`src/rtl/add_sub_module_pkg.sv`:
```
// Shared sizing and state encoding for the matrix add/subtract block and its siblings.
package add_sub_module_pkg;

  localparam int unsigned ELEM_W = 16;
  localparam int unsigned DIM    = 4;
  localparam int unsigned BUS_W  = DIM * DIM * ELEM_W;

  typedef enum logic [1:0] {
    IDLE    = 2'd0,
    COMPUTE = 2'd1,
    DONE    = 2'd2
  } as_state_e;

endpackage

```
`src/rtl/add_sub_module_as_lane.sv`:
```
// One element lane: wrap-around add or subtract of a single operand pair.
module as_lane #(
  parameter int unsigned ELEM_W = 16
) (
  input  logic [ELEM_W-1:0] i_a,
  input  logic [ELEM_W-1:0] i_b,
  input  logic              i_add,
  output logic [ELEM_W-1:0] o_res
);

  always_comb begin
    o_res = i_add ? (i_a + i_b) : (i_a - i_b);
  end

endmodule

```
`src/rtl/add_sub_module.sv`:
```
// Matrix add/subtract engine: capture A and B over the shared bus, then compute A op B per element.
module add_sub_module
  import add_sub_module_pkg::*;
#(
  parameter int unsigned ELEM_W = add_sub_module_pkg::ELEM_W,
  parameter int unsigned DIM    = add_sub_module_pkg::DIM
) (
  input  logic                      clk,
  input  logic                      RESET,
  input  logic [DIM*DIM*ELEM_W-1:0] toModuleBus,
  input  logic                      addRW,
  input  logic                      addEN,
  input  logic                      matDecide,
  input  logic                      add1sub0,
  output logic [DIM*DIM*ELEM_W-1:0] fromASBus,
  output logic                      addFleg
);

  localparam int unsigned Lanes = DIM * DIM;
  localparam int unsigned BusW  = Lanes * ELEM_W;

  as_state_e        r_state;
  as_state_e        w_state_next;
  logic [BusW-1:0]  r_a;
  logic [BusW-1:0]  r_b;
  logic [BusW-1:0]  r_result;
  logic             r_op;
  logic [BusW-1:0]  w_lane_res;
  logic             w_wr_en;
  logic             w_req;

  // Operand writes are honoured from both IDLE and DONE; COMPUTE ignores the bus.
  assign w_wr_en = addEN && !addRW && (r_state != COMPUTE);
  assign w_req   = addEN && addRW && (r_state == IDLE);

  always_ff @(posedge clk or posedge RESET) begin
    if (RESET) begin
      r_state <= IDLE;
    end else begin
      r_state <= w_state_next;
    end
  end

  always_comb begin
    w_state_next = r_state;
    unique case (r_state)
      IDLE: begin
        if (w_req) w_state_next = COMPUTE;
      end
      COMPUTE: w_state_next = DONE;
      DONE: begin
        if (!addEN || !addRW) w_state_next = IDLE;
      end
      default: w_state_next = IDLE;
    endcase
  end

  always_comb begin
    addFleg   = (r_state == DONE);
    fromASBus = r_result;
  end

  always_ff @(posedge clk or posedge RESET) begin
    if (RESET) begin
      r_a      <= '0;
      r_b      <= '0;
      r_result <= '0;
      r_op     <= 1'b0;
    end else begin
      if (w_wr_en) begin
        if (matDecide) r_b <= toModuleBus;
        else           r_a <= toModuleBus;
      end
      if (w_req) r_op <= add1sub0;
      if (r_state == COMPUTE) r_result <= w_lane_res;
    end
  end

  for (genvar gi = 0; gi < Lanes; gi++) begin : g_lane
    as_lane #(
      .ELEM_W (ELEM_W)
    ) u_lane (
      .i_a   (r_a[gi*ELEM_W +: ELEM_W]),
      .i_b   (r_b[gi*ELEM_W +: ELEM_W]),
      .i_add (r_op),
      .o_res (w_lane_res[gi*ELEM_W +: ELEM_W])
    );
  end

endmodule

```
`config.mk`:
```
export PLATFORM = sky130hd
export DESIGN_NAME = add_sub_module
export DESIGN_NICKNAME = d
export VERILOG_FILES = /design/src/rtl/add_sub_module_pkg.sv /design/src/rtl/add_sub_module_as_lane.sv /design/src/rtl/add_sub_module.sv
export SDC_FILE = /design/constraint.sdc
export NUM_CORES = 2
export LEC_CHECK = 0
export ABC_AREA = 1
export CORE_MARGIN = 1.5
export CORE_UTILIZATION = 60
export CTS_BUF_LIST = sky130_fd_sc_hd__clkbuf_8
export DETAILED_ROUTE_END_ITERATION = 8
export PLACE_DENSITY = 0.81
export RECOVER_POWER = 50
export SLEW_MARGIN = 25
export SYNTH_ARGS = -nofsm -noshare
export SYNTH_HDL_FRONTEND = slang
export SYNTH_HIERARCHICAL = 1
export SYNTH_SLANG_ARGS = --single-unit
```
`constraint.sdc`:
```
create_clock -name clk -period 29.7 [get_ports clk]
set_input_delay 2.97 -clock clk [delete_from_list [all_inputs] [get_ports clk]]
set_output_delay 2.97 -clock clk [all_outputs]
set_load 0.01 [all_outputs]
```
==> run metrics <==
status finished, violations left; failing checks capacitance limit, slew limit; top-area cell type share of the netlist area 37.26%; RSZ-0062 raised after global routing false; final hold vios 0; Max clock buf depth 3; fmax 0.06292 GHz; post-route ant nets 0; TritonCTS Buffers 135; Crit-path slowest cell clkbuf_1; FILL cells 7135; fin. max-slew vios 1293; HPWL Detailed 104700 um; endpoint class of the critical path flip-flop; final net count 7933; Min Clock Period, post-route 15.89 ns; register area share after synthesis 37.26%; slew of the pin with the lowest slew margin 8.209 ns; PostCTS Resize Cnt 0; final setup margin 13.81 ns; drt first pass iters 6; Internal 0.003060 W; Largest delay share family, worst path buffers and inverters; type of origin of the critical path flip-flop; critical path type reg -> reg; syn avg cell area 7.410 um^2; number of global-route vias before repair 47343; PD cells 91.82 nW/um^2; Slew headroom -447.3%; final global-route overflow total 0; DRC Markers 0; DR vias/cell 5.713; initial antenna violation count 10; period utilization 53.52%; vias after detailed routing 49199; max incr delay on CP 4.50 ns; Initial Util 60.71%; Max-cap violations 14; combinational group share of total power 51.8%; drt wl/cell 17.53 um; Port Buffers 518; Layout area overhead 15.80%; biggest area consumer among synthesized cells dfrtp_1; Final Setup Violations 0; # rows 107; most frequent cells in the layout 2698 x nand2_1, 769 x dfrtp_1, 547 x inv_1, 537 x nand4_1, 526 x nand3_1; core area 85280 um^2; sequential power share 29.1%; first-pass GRT wire length 243300 um; Most used DFF post-synth dfrtp_1; FFs w/ async S/R, synth 100.0%; worst skew pair latency 0.85 ns; mapped cell area 51780 um^2; H-tree depth 4; clock sinks 771; Fin Setup TNS 0 ns; WP data arrival 16.62 ns; worst vdd ir 0.00006538 V; Static Leakage 32.24 nW; Placed Cells 8355; layout cell share with drive strength beyond 1 6.796%; Hold WS 0.4624 ns; Die Y 296.8 um; Synthesized Nets 7569; hold buffer count at CTS 0; Yosys Warn Count 6; clock root buffer clkbuf_8; Clock power frac 19.2%; CTS tree done; setup bufs post-CTS 0; drt total wl 150900 um; Post-Syn Instances 6987; Worst Clk Skew 0.04013 ns; final core utilization 70.31%; crit-path max FO 146; Die ar. 88070 um^2; Sw Ratio 44.43%; Net Switching 0.002446 W; Layout Cells excl Fill 8612; largest net degree at the start of global routing 225; placer congestion estimate 0.9640; Synth Register Bits 771; IO Pins 519; critical path cell sequence clkinvlp_2 -> nand2_1 -> clkbuf_1 -> clkbuf_1 -> nand4_1 -> nand2_1; Place WS 22.80 ns; largest cells by area after synthesis dfrtp_1 37%, nand2_1 20%, ha_1 7.3%, nand4_1 6.5%, nand3_1 5.1%; Initial DRC Count 4507; Crit path buffers/inverters 3; Total GRT Usage 33.72%; clock slew at reported path FFs 0.06 ns; worst hold-check path type reg -> reg; Horiz. Die Dim 296.8 um; commonest non-fill, non-tap cell in the layout nand2_1; Crit path required time 30.43 ns; EDFF count, synth 0; Yosys cell types 42
[worst min-delay path, cell delays in order, from the launching register on]
cell and delay (ns):
dfrtp_1 0.33, nand2_1 0.05, nand2_1 0.05
[flip-flops by register name, summed over array words and instances (netlist names)]
register   count
r_op           1
r_state        2
fromASBus    256
r_a          256
r_b          256
[cells by family after synthesis]
| group | after synthesis | synth area share, % |
|---|---|---|
| AOI/OAI and AO/OA | 465 | 5.430 |
| buffers and inverters | 850 | 7.073 |
| xor gates and xnor gates | 341 | 5.870 |
| and+or+nand+nor | 4240 | 36.40 |
| adders and majority gates | 320 | 7.965 |
| DFF | 771 | 37.26 |
[worst paths after layout]
kind                                             from  slack [ns]  cells past startpoint                          to
max in group asynchronous                       RESET       16.04                      5         r_a[78]$_DFFE_PP0P_
hold reg to reg            fromASBus[118]$_DFFE_PP0N_        0.46                      2  fromASBus[118]$_DFFE_PP0N_
min in group asynchronous                       RESET        4.09                      2  fromASBus[209]$_DFFE_PP0N_
hold / removal             fromASBus[118]$_DFFE_PP0N_        0.46                      2  fromASBus[118]$_DFFE_PP0N_
setup / recovery               r_state[1]$_DFFE_PP0P_       13.81                      6         r_b[98]$_DFFE_PP0P_
setup reg to reg               r_state[1]$_DFFE_PP0P_       13.81                      6         r_b[98]$_DFFE_PP0P_
[cell usage after synthesis, types with 13 or more instances]
library cell and instances:
nand2_1 2697, dfrtp_1 771, nand4_1 537, nand3_1 527, inv_1 510, ha_1 304, xor2_1 260, nor2_1 234
a21oi_1 194, buf_2 191, o21ai_0 109, nand2_2 91, xnor2_1 74, clkbuf_1 63, buf_4 50, nor2_2 38
o21ai_2 31, a21o_1 27, o21ai_1 27, o21bai_1 22, and2_1 18, buf_1 18, nor2_4 17, a21oi_2 16
fa_1 16, o21a_1 16, nor3_1 15, nand3_2 13
[power by group through the flow]
stage,clock [W],combinational [W],sequential (W)
floorplan,0,0.00189,0.00161
global placement,0,0.00276,0.00160
detailed placement,0,0.00282,0.00161
CTS,0.00107,0.00285,0.00160
global route,0.00112,0.00318,0.00163
finish,0.00105,0.00285,0.00160
[through the flow]
stage                     area (um^2)  total power [W]
after global routing            59960         0.005924
after detailed placement        57080         0.004429
after CTS                       59990         0.005510
final                           59960         0.005506
after floorplan                 51780         0.003504
after global placement          57060         0.004365
[final cells by class]
class                           count  area (um^2)  area share [%]
Antenna cell                        8        20.02         0.03339
Timing Repair Buffer              555         5507           9.184
Tap cell                         1144         1431           2.387
Clock buffer                      172         2367           3.948
Sequential cell                   771        19300           32.19
Multi-Input combinational cell   5366        28830           48.08
Clock inverter                     74        538.0          0.8973
Inverter                          522         1969           3.285
[layer usage]
| metal | global-route usage (%) | vias up | part of all wire, % |
|---|---|---|---|
| met3 | 6.474 | 361 | 7.6 |
| met2 | 54.02 | 1827 | 46 |
| met1 | 44.19 | 23419 | 42 |
| met4 | 15.59 | 8 | 4.3 |
| met5 | 0 | - | 0.033 |
| li1 | - | 23584 | - |
No activity file was read; power rests on OpenSTA's default activity.
